===== config.mk =====
export PLATFORM = sky130hd
export DESIGN_NAME = uart_tx_scheduler
export DESIGN_NICKNAME = d
export VERILOG_FILES = /design/src/rtl/uart_pkg.sv /design/src/rtl/uart_tx_scheduler_rr_arbiter.sv /design/src/rtl/uart_tx_scheduler.sv
export SDC_FILE = /design/constraint.sdc
export NUM_CORES = 1
export LEC_CHECK = 0
export CAP_MARGIN = 20
export CELL_PAD_IN_SITES_DETAIL_PLACEMENT = 0
export CELL_PAD_IN_SITES_GLOBAL_PLACEMENT = 1
export CORE_UTILIZATION = 39
export CTS_CLUSTER_DIAMETER = 120
export CTS_CLUSTER_SIZE = 12
export DETAILED_ROUTE_END_ITERATION = 10
export PLACE_DENSITY_LB_ADDON = 0.1
export REMOVE_ABC_BUFFERS = 1
export SYNTH_ARGS = -nofsm -noshare
export SYNTH_HDL_FRONTEND = slang
export SYNTH_SLANG_ARGS = --single-unit

===== constraint.sdc =====
create_clock -name clk -period 6.9 [get_ports clk]
set_input_delay 0.69 -clock clk [delete_from_list [all_inputs] [get_ports clk]]
set_output_delay 0.69 -clock clk [all_outputs]
set_load 0.03 [all_outputs]

===== src/rtl/uart_pkg.sv =====
// Shared UART definitions: transmitter FSM encodings, oversample ratio and
// default frame geometry.
package uart_pkg;

  typedef enum logic [1:0] {
    IDLE  = 2'd0,
    START = 2'd1,
    DATA  = 2'd2,
    STOP  = 2'd3
  } uart_state_e;

  localparam int OVERSAMPLE  = 16;
  localparam int DEF_DBIT    = 8;
  localparam int DEF_SB_TICK = 16;

  function automatic int max_int(input int a, input int b);
    return (a > b) ? a : b;
  endfunction

endpackage


===== src/rtl/uart_tx_scheduler_rr_arbiter.sv =====
// Combinational round-robin arbiter: picks the first requester at or after
// (last_grant+1) mod NREQ and reports it one-hot and as an index.
module rr_arbiter #(
  parameter int NREQ = 4,
  parameter int IDW  = 2
) (
  input  logic [NREQ-1:0] req_i,
  input  logic [IDW-1:0]  last_grant_i,
  output logic [NREQ-1:0] grant_o,
  output logic [IDW-1:0]  grant_idx_o,
  output logic            any_req_o
);

  logic [IDW-1:0] idx;
  logic           found;

  // Walk the ring starting just past the last winner; the first hit wins.
  always_comb begin
    grant_o     = '0;
    grant_idx_o = '0;
    any_req_o   = 1'b0;
    idx         = '0;
    found       = 1'b0;
    for (int off = 1; off <= NREQ; off++) begin
      idx = IDW'((int'(last_grant_i) + off) % NREQ);
      if (!found && req_i[idx]) begin
        found        = 1'b1;
        grant_o[idx] = 1'b1;
        grant_idx_o  = idx;
      end
    end
    any_req_o = found;
  end

endmodule


===== src/rtl/uart_tx_scheduler.sv =====
// Shares one 8N1 UART transmit line between NREQ byte producers, granting
// them in round-robin order and timing each bit from the 16x s_tick.
module uart_tx_scheduler
  import uart_pkg::*;
#(
  parameter int NREQ    = 4,
  parameter int IDW     = 2,
  parameter int DBIT    = DEF_DBIT,
  parameter int SB_TICK = DEF_SB_TICK
) (
  input  logic                 clk,
  input  logic                 reset,
  input  logic                 s_tick,
  input  logic [NREQ-1:0]      req_valid,
  input  logic [NREQ*DBIT-1:0] req_data,
  output logic [NREQ-1:0]      req_ready,
  output logic                 tx,
  output logic                 busy,
  output logic [IDW-1:0]       grant_id
);

  localparam int TW = $clog2(max_int(OVERSAMPLE, SB_TICK));
  localparam int BW = (DBIT > 1) ? $clog2(DBIT) : 1;
  localparam logic [TW-1:0] BIT_END  = TW'(OVERSAMPLE - 1);
  localparam logic [TW-1:0] STOP_END = TW'(SB_TICK - 1);
  localparam logic [BW-1:0] LAST_BIT = BW'(DBIT - 1);

  uart_state_e     state_q, state_d;
  logic [TW-1:0]   tick_q, tick_d;
  logic [BW-1:0]   bit_q, bit_d;
  logic [DBIT-1:0] shreg_q, shreg_d;
  logic [IDW-1:0]  ptr_q, ptr_d;
  logic [IDW-1:0]  gid_q, gid_d;
  logic            tx_q, tx_d;
  logic            busy_q, busy_d;
  logic [NREQ-1:0] ready_q, ready_d;

  logic [NREQ-1:0] arb_grant;
  logic [IDW-1:0]  arb_idx;
  logic            arb_any;
  logic [DBIT-1:0] sel_data;

  rr_arbiter #(.NREQ(NREQ), .IDW(IDW)) u_arb (
    .req_i        (req_valid),
    .last_grant_i (ptr_q),
    .grant_o      (arb_grant),
    .grant_idx_o  (arb_idx),
    .any_req_o    (arb_any)
  );

  always_comb begin
    sel_data = '0;
    for (int i = 0; i < NREQ; i++) begin
      if (arb_grant[i]) sel_data = req_data[i*DBIT +: DBIT];
    end
  end

  always_comb begin
    state_d = state_q;
    tick_d  = tick_q;
    bit_d   = bit_q;
    shreg_d = shreg_q;
    ptr_d   = ptr_q;
    gid_d   = gid_q;
    busy_d  = busy_q;
    ready_d = '0;
    tx_d    = 1'b1;
    case (state_q)
      IDLE: begin
        if (arb_any) begin
          ready_d = arb_grant;
          shreg_d = sel_data;
          gid_d   = arb_idx;
          busy_d  = 1'b1;
          tick_d  = '0;
          bit_d   = '0;
          state_d = START;
        end
      end
      START: begin
        if (s_tick) begin
          if (tick_q == BIT_END) begin
            tick_d  = '0;
            bit_d   = '0;
            state_d = DATA;
          end else begin
            tick_d = tick_q + 1'b1;
          end
        end
      end
      DATA: begin
        if (s_tick) begin
          if (tick_q == BIT_END) begin
            tick_d  = '0;
            shreg_d = shreg_q >> 1;
            if (bit_q == LAST_BIT) state_d = STOP;
            else                   bit_d   = bit_q + 1'b1;
          end else begin
            tick_d = tick_q + 1'b1;
          end
        end
      end
      STOP: begin
        // The pointer only moves once a frame completes, so an aborted frame
        // never shifts the rotation.
        if (s_tick) begin
          if (tick_q == STOP_END) begin
            tick_d  = '0;
            busy_d  = 1'b0;
            ptr_d   = gid_q;
            state_d = IDLE;
          end else begin
            tick_d = tick_q + 1'b1;
          end
        end
      end
      default: state_d = IDLE;
    endcase
    // The line level is registered from the next state so tx lines up with it.
    case (state_d)
      START:   tx_d = 1'b0;
      DATA:    tx_d = shreg_d[0];
      default: tx_d = 1'b1;
    endcase
  end

  always_ff @(posedge clk) begin
    if (reset) begin
      state_q <= IDLE;
      tick_q  <= '0;
      bit_q   <= '0;
      shreg_q <= '0;
      ptr_q   <= IDW'(NREQ - 1);
      gid_q   <= '0;
      tx_q    <= 1'b1;
      busy_q  <= 1'b0;
      ready_q <= '0;
    end else begin
      state_q <= state_d;
      tick_q  <= tick_d;
      bit_q   <= bit_d;
      shreg_q <= shreg_d;
      ptr_q   <= ptr_d;
      gid_q   <= gid_d;
      tx_q    <= tx_d;
      busy_q  <= busy_d;
      ready_q <= ready_d;
    end
  end

  assign req_ready = ready_q;
  assign tx        = tx_q;
  assign busy      = busy_q;
  assign grant_id  = gid_q;

endmodule


; ---- Word level (Yosys, flattened, before mapping)
; Cells that the tools add are included.
[word_totals]
reg_bits = 27
latch_bits = 0
mem_bits_rw = 0
romBits = 0
inputBits = 39
output_inout_bits = 8
elab_cells = 128
memories = 0
[op_classes]
addsub = 6
multipliers = 0
n_div = 0
n_lt_le_gt_ge = 8
n_eq_ne = 16
n_shift = 0
muxes = 61
bitwise = 5
n_reduce_logical = 22
[op_table]
columns = operator, count
row1 = $mux 8, 7
row2 = $mux 4, 7
row3 = $mux 2, 12
row4 = $mux 3, 6
row5 = $ne 2x2->1 const B, 8
row6 = $pmux 8 s2, 1
row7 = $mux 1, 15
row8 = $lt 2x3->1 const B, 4
row9 = $or 4x4->4, 3
row10 = $pmux 3 s3, 1
row11 = $bmux 1 s2, 4
row12 = $demux 1 s2, 4
row13 = $ge 2x1->1 const B, 4
row14 = $pmux 2 s4, 1
row15 = $pmux 4 s2, 1
row16 = $reduce_and 4->1, 2
row17 = $logic_and 1x1->1, 7
row18 = $reduce_and 7->1, 1
row19 = $eq 2x2->1 const B, 3
row20 = $reduce_or 3->1, 2
row21 = $add 2x1->2 const B, 2
row22 = $add 2x2->2 const B, 2
row23 = $add 4x1->4 const B, 1
row24 = $eq 2x1->1 const B, 2
row25 = other kinds (12), 18

; ---- Longest topological paths before layout
; Gate-level depths: netlist (run 1).
[logic_depth]
word_depth = 20
depth_mapped = 12

; ---- Hierarchy
; From an unflattened synthesis (run 1), not the netlist that was laid out.
[unflattened]
hier_cells = 236
hier_area_um2 = 1978.1
[modules_own_cells]
columns = module, n_inst, cells_per_inst, area_per_inst_um2
row1 = uart_tx_scheduler, 1, 168, 1452.6
row2 = rr_arbiter, 1, 68, 525.5

; ---- Least setup slack after synthesis (run 1)
; Ideal clock, no wire load.
[synth_path]
path_type = register to register
startpoint = register ptr_q[1]
endpoint = register shreg_q[7]
setup_time_ps = 137
t_arrival_ps = 2983
required_ps = 6763
setup_slack_ps = 3780
path_stages_with_launch = 12
path_buffers = 2
path_cell_list = dfxtp_1 -> buf_2 -> inv_1 -> ha_1 -> clkbuf_1 -> mux4_2 -> or2_4 -> nor3b_4 -> o2bb2ai_4 -> nor2_4 -> a2111oi_2 -> a2111oi_2
[synth_between]
elab_chain_cells = 19
elab_cells_between_ends = 57
cone_classes = add/sub (4) / order compare (8) / eq/ne (1) / mux (30) / bitwise (3) / reduce/logical (11)
[synth_lines]
columns = item, line_no
row1 = from (decl), uart_tx_scheduler.sv:32  ; logic [IDW-1:0] ptr_q, ptr_d;
row2 = from (signal assigned), uart_tx_scheduler.sv:133  ; ptr_q <= IDW'(NREQ - 1);
row3 = from (signal assigned), uart_tx_scheduler.sv:143  ; ptr_q <= ptr_d;
row4 = branches (longest 19 deep; another with $lt 2x3->1), -
row5 = to (signal assigned), uart_tx_scheduler.sv:142  ; shreg_q <= shreg_d;
row6 = to (decl), uart_tx_scheduler.sv:31  ; logic [DBIT-1:0] shreg_q, shreg_d;
; Several ways; the timed one is not identified. The select of a mux whose other input is x is not followed.
; A chain may end at the register's enable or synchronous reset.

; ---- Final worst setup path (run 1)
[layout_path]
startpoint = register ptr_q[0]
endpoint = register shreg_q[7]
; The elaborated chain is that of the path after synthesis.

==> impl_metrics.toml, run 1 <==
[grt]
antenna_found_initial = 0
gr-total-overflow = 0
grt_max_degree = 26
grt_first_pass_wirelength_um = 7940
grt_pass1_vias = 1705
grt_use_total = 0.189

[layout]
nets = 324
diodes = 0
area_growth_pct = 27.8
final_cell_mix = "clkdlybuf4s50_1, dfxtp_1, a21oi_1, nand2_1, nor2_1"
seqCellArea_um2 = 541
fillers = 468
fin_area_um2 = 2500
drive_above_1_share = 0.0916
final_common_cell = "clkdlybuf4s50_1"
multi_input_area_um2 = 1330

[floorplanning]
die_y_um = 72.8
initial_core_util = 0.409
core-area_um2 = 4790
die_area_um2 = 5300
io_pins = 47
die_w_um = 72.8
fp-row-count = 25

[setup_path]
crit_arrival_ps = 3940
reg2reg_depth = 9
r2r_slack_ps = 3120
crit_type = "reg2reg"
worst_setup_path_end_kind = "register"
crit_fanout = 20
reg2reg_from = "ptr_q[0]$_SDFFE_PP1P_"
crit_path_start_kind = "register"
cp.required_ps = 7060
r2r_end = "shreg_q[7]$_SDFFE_PP0P_"

[timing]
fmax_mhz = 265
finClkSkew_ps = 6.72
finalCritPeriodShare = 0.548
hold_viol = 0
finalSetupViolCount = 0
fin_setup_tns_ps = 0
maxSlewViolCount = 0
maxSlewHeadroom = 0.481
tightest_slew_ps = 773
layout_min_cycle_time_ps = 3780
rsz0062_at_grt = "false"

[clock_network]
cts-root-buf = "clkbuf_8"
clock_latency_ps = 280
numCtsBuffers = 3
cts.repair.resized = 0
cts_sinks = 27
clockBufferDepth = 2
cts_hold_buf = 0
clk_pin_slew_ps = 100
cts_tree = "yes"
cts_setup_buffers = 0
h-tree-depth = 1

[min_path]
min_path_type = "reg2reg"
worstHoldEndpoint = "bit_q[2]$_SDFFE_PP0P_"
holdPathStages = 2
hold_start = "bit_q[2]$_SDFFE_PP0P_"

[pwr]
irDropWorstVdd_mv = 0.0713
leakagePower_nw = 0.896
powerDensity_nw_per_um2 = 138

[flow_run]
maxCapViolCount = 0

[drt]
wl_per_cell_um = 14.4
detail_route.first_pass.iterations = 4
drt_iter0_markers = 69
routed_wl_um = 4880
ant_nets = 0
num_vias = 1892
drcViolationCount = 0
vias_per_cell = 5.56

[synthesis]
synth-seq-cells = 27
ys.flop_type = "dfxtp_1"
yosysUniqueCellTypes = 49
synth_area_um2 = 1960
yosysWarningCount = 0
seq_area_frac_synth = 0.276
syn_inst = 234
synth-async-reset-ratio = 0
synth_edf_count = 0
avgSynthCellArea_um2 = 8.36

[placed_design]
hpwl_um = 3630
dpl_cell_area_um2 = 2450
io_buffers = 46
gp_congestion = 0.808

[run_status]
outcome = "completed"
power by group:
group	switching (W)	total, W	leakage (nW)	internal, W
combinational	0.0000395	0.0000818	0.653	0.0000423
clock	0.0000543	0.0000954	0.0217	0.0000411
sequential	0.00000513	0.000168	0.221	0.000163
routing by layer:
metal  GRT usage  up-vias  wire length (µm)
met1       0.255      884              2260
met3      0.0331        4               232
li1            -      956                 -
met2       0.322       48              2360
met4      0.0261        0                30
met5           0        -                 0
cells in the mapped netlist (2+ instances only):
cell,number,area share
clkbuf_1,8,0.015
buf_2,3,0.0077
a221o_1,3,0.015
a21oi_1,25,0.064
a22oi_2,3,0.019
a221oi_1,8,0.036
a211o_1,3,0.013
nor2b_1,5,0.016
a2111oi_2,3,0.023
o21ai_0,16,0.041
a311oi_1,2,0.0090
o22ai_1,3,0.0096
nand3_1,13,0.033
o21ai_1,6,0.015
nor2_1,17,0.033
nand2b_1,7,0.022
dfxtp_1,27,0.28
nand4b_1,2,0.0090
nand2_1,23,0.044
nor3_1,4,0.010
a31oi_1,2,0.0064
mux4_2,4,0.046
inv_1,6,0.012
ha_1,11,0.070
mux2i_1,6,0.031
sequential cells by signal (all words and copies together), names as in the netlist:
name / cells
req_ready: 4
grant_id: 2
shreg_q: 8
ptr_q: 2
state_q: 2
tx: 1
bit_q: 3
tick_q: 4
busy: 1
worst max path at each step:
stage / startpoint / slack, ps / to / cells after the start
2_1_floorplan: ptr_q[0]$_SDFFE_PP1P_ / 3570 / shreg_q[7]$_SDFFE_PP0P_ / 9
3_3_place_gp: ptr_q[0]$_SDFFE_PP1P_ / 3180 / shreg_q[7]$_SDFFE_PP0P_ / 9
3_5_place_dp: ptr_q[0]$_SDFFE_PP1P_ / 3120 / shreg_q[7]$_SDFFE_PP0P_ / 9
4_1_cts: ptr_q[0]$_SDFFE_PP1P_ / 3090 / shreg_q[7]$_SDFFE_PP0P_ / 9
5_1_grt: ptr_q[0]$_SDFFE_PP1P_ / 2740 / tick_q[3]$_SDFFE_PP0P_ / 7
6_report: ptr_q[0]$_SDFFE_PP1P_ / 3120 / shreg_q[7]$_SDFFE_PP0P_ / 9
critical path: stages, from the launching register on:
cell and delay (ps):
dfxtp_1 800, inv_1 260, ha_1 540, mux4_2 490
or2_4 320, nor3b_4 380, o2bb2ai_4 250, nor2_4 130
a2111oi_2 400, a2111oi_2 90
cells by family (layout without fill, tap and decap cells):
group / count (synthesis) / after routing / synth area share
fa+ha+maj: 11 / 11 / 0.0703
flops: 27 / 27 / 0.276
simple gates: 82 / 82 / 0.223
buf+inv: 19 / 58 / 0.0422
mux: 11 / 11 / 0.0825
compound gates: 82 / 82 / 0.297
xor+xnor: 2 / 2 / 0.00895
cell type report:
| class | instances | share of cell area |
|---|---|---|
| Tap cell | 67 | 0.0335 |
| Inverter | 7 | 0.0105 |
| Clock buffer | 3 | 0.0165 |
| Sequential cell | 27 | 0.216 |
| Timing Repair Buffer | 47 | 0.187 |
| Multi-Input combinational cell | 188 | 0.533 |
| Clock inverter | 1 | 0.00300 |
stage by stage:
| stage | setup WS (ps) | hold WS, ps | total power [W] | util | cells |
|---|---|---|---|---|---|
| 5_1_grt | 2740 | 480 | 0.000364 | 0.523 | 340 |
| 6_report | 3120 | 461 | 0.000346 | 0.523 | 340 |
| 3_3_place_gp | 3180 | 446 | 0.000254 | 0.512 | 336 |
| 3_5_place_dp | 3120 | 450 | 0.000254 | 0.512 | 336 |
| 4_1_cts | 3090 | 466 | 0.000351 | 0.523 | 340 |
| 2_1_floorplan | 3570 | 430 | 0.000213 | - | 222 |
No activity file was read; power rests on OpenSTA's default activity.
==> run 2: changes to the inputs <==
--- a/config.mk
+++ b/config.mk
@@ -8,7 +8,7 @@
 export CAP_MARGIN = 20
 export CELL_PAD_IN_SITES_DETAIL_PLACEMENT = 0
 export CELL_PAD_IN_SITES_GLOBAL_PLACEMENT = 1
-export CORE_UTILIZATION = 39
+export CORE_UTILIZATION = 33
 export CTS_CLUSTER_DIAMETER = 120
 export CTS_CLUSTER_SIZE = 12
 export DETAILED_ROUTE_END_ITERATION = 10
==> constraint.sdc (replaced) <==
create_clock -name clk -period 3.4 [get_ports clk]
set_input_delay 0.34 -clock clk [delete_from_list [all_inputs] [get_ports clk]]
set_output_delay 0.34 -clock clk [all_outputs]
set_load 0.03 [all_outputs]
==> run 2 against run 1 <==
Count of clock-buffer cells in the layout stayed put. Critical path depth stayed put. Worst hold slack worse by 1.8 ps. Wire length is 8.7% higher. Critical path type unchanged. Critical endpoint unchanged. Largest cell class unchanged. Largest power group unchanged.
==> impl_metrics.toml, run 2 (synthesis gave the netlist of run 1 again) <==
[drt]
drcViolationCount = 0
ant_nets = 0
drt_iter0_markers = 106
vias_per_cell = 5.39
num_vias = 1885
detail_route.first_pass.iterations = 4
routed_wl_um = 5310
wl_per_cell_um = 15.2

[timing]
rsz0062_at_grt = "false"
finalCritPeriodShare = 0.904
finClkSkew_ps = 14.3
layout_min_cycle_time_ps = 3070
maxSlewViolCount = 0
hold_viol = 0
maxSlewHeadroom = 0.536
fin_setup_tns_ps = 0
tightest_slew_ps = 691
worst_slack_ps = 327
fmax_mhz = 325
finalSetupViolCount = 0

[setup_path]
path_common_cell = "a2111oi_2"
crit_path_start_kind = "register"
crit_type = "reg2reg"
r2r_slack_ps = 330
crit_family = "simple AND/OR/NAND/NOR gates"
reg2reg_from = "ptr_q[1]$_SDFFE_PP1P_"
cpMaxStageDelayCell = "mux4_2"
crit_chain = "inv_1 > ha_1 > mux4_2 > or2_4 > nor3b_4 > o2bb2ai_4 > nor2_4 > a2111oi_2 > a2111oi_2"
crit_fanout = 12
crit_arrival_ps = 3240
worst_setup_path_end_kind = "register"
reg2reg_depth = 9
startpoint = "ptr_q[1]$_SDFFE_PP1P_"
r2r_end = "shreg_q[7]$_SDFFE_PP0P_"
path_buf_inv = 1
cp.required_ps = 3570
cpPeakStageDelay_ps = 500

[grt]
grt_first_pass_wirelength_um = 8760
grt_pass1_vias = 1817
grt_max_degree = 25
gr-total-overflow = 0
antenna_found_initial = 0
grt_use_total = 0.176

[floorplanning]
fp-row-count = 27
io_pins = 47
die_y_um = 79.0
initial_core_util = 0.349
core-area_um2 = 5610
die_w_um = 79.0
die_area_um2 = 6240

[clock_network]
cts_setup_buffers = 0
cts_sinks = 27
numCtsBuffers = 3
h-tree-depth = 1
clk_pin_slew_ps = 100
clockBufferDepth = 2
cts-root-buf = "clkbuf_8"
clock_latency_ps = 280
cts.repair.resized = 0
cts_tree = "yes"
cts_hold_buf = 0

[layout]
largest_register_ffs = 8
nets = 329
diodes = 0
final_common_cell = "clkdlybuf4s50_1"
area_growth_pct = 30.2
fin_area_um2 = 2550
drive_above_1_share = 0.112
regMostFlops = "shreg_q"
final_cell_mix = "clkdlybuf4s50_1, dfxtp_1, a21oi_1, nand2_1, nor2_1"

[pwr]
p_comb_frac = 0.242
power.switching_w = 0.000197
powerDensity_nw_per_um2 = 274
leakagePower_nw = 0.925
irDropWorstVdd_mv = 0.160
clkPwrFrac = 0.268
internal_power_w = 0.000501
p_sw_frac = 0.282
seqPwrFrac = 0.490

[min_path]
hold_start = "busy$_SDFFE_PP0P_"
holdPathStages = 2
worstHoldEndpoint = "busy$_SDFFE_PP0P_"
min_path_type = "reg2reg"

[placed_design]
io_buffers = 46
hpwl_um = 4040
dp_slack_ps = 124
dpl_cell_area_um2 = 2500
gp_congestion = 0.795

[flow_run]
maxCapViolCount = 0

[run_status]
outcome = "completed"
-- run 2: power by group through the flow --
stage	sequential, W	clock, W	combinational, W
after floorplan	0.000356	0	0.0000772
after global placement	0.000349	0	0.000170
after detailed placement	0.000349	0	0.000169
after CTS	0.000342	0.000193	0.000170
after global routing	0.000344	0.000207	0.000185
final	0.000342	0.000187	0.000169
-- run 2: worst register-to-register path, cell delays in order, from the launching register on --
cell,delay [ps]
dfxtp_1,330
inv_1,90
ha_1,470
mux4_2,500
or2_4,330
nor3b_4,370
o2bb2ai_4,250
nor2_4,130
a2111oi_2,410
a2111oi_2,90
-- run 2: worst max-delay path by stage --
stage                              endpoint  slack [ps]  cells after the start
floorplan           shreg_q[7]$_SDFFE_PP0P_          70                      9
global placement    shreg_q[7]$_SDFFE_PP0P_         120                      8
detailed placement  shreg_q[7]$_SDFFE_PP0P_         120                      8
CTS                 shreg_q[2]$_SDFFE_PP0P_         280                     10
global route        shreg_q[3]$_SDFFE_PP0P_          90                      9
finish              shreg_q[7]$_SDFFE_PP0P_         330                      9
-- run 2: stage by stage --
step                      total power [W]  cells   util  hold WS, ps
final                            0.000698    350  0.454          460
after global routing             0.000736    350  0.454          480
after CTS                        0.000705    350  0.453          465
after detailed placement         0.000519    346  0.445          450
after global placement           0.000519    346  0.445          445
after floorplan                  0.000433    222      -          409
-- run 2: layout make-up --
class	count	area [µm²]
clock inverters	1	5.00
clock buffers	3	41.3
inverters	7	26.3
flip-flops and latches	27	541
well taps	72	90.1
fillers	561	3060
multi-input cells	188	1340
repair buffers	52	505
-- run 2: metal layers --
metal / routed length, µm / track usage
met1: 2520 / 0.242
met2: 2670 / 0.294
met3: 70 / 0.0184
met4: 43 / 0.0418
met5: 0 / 0
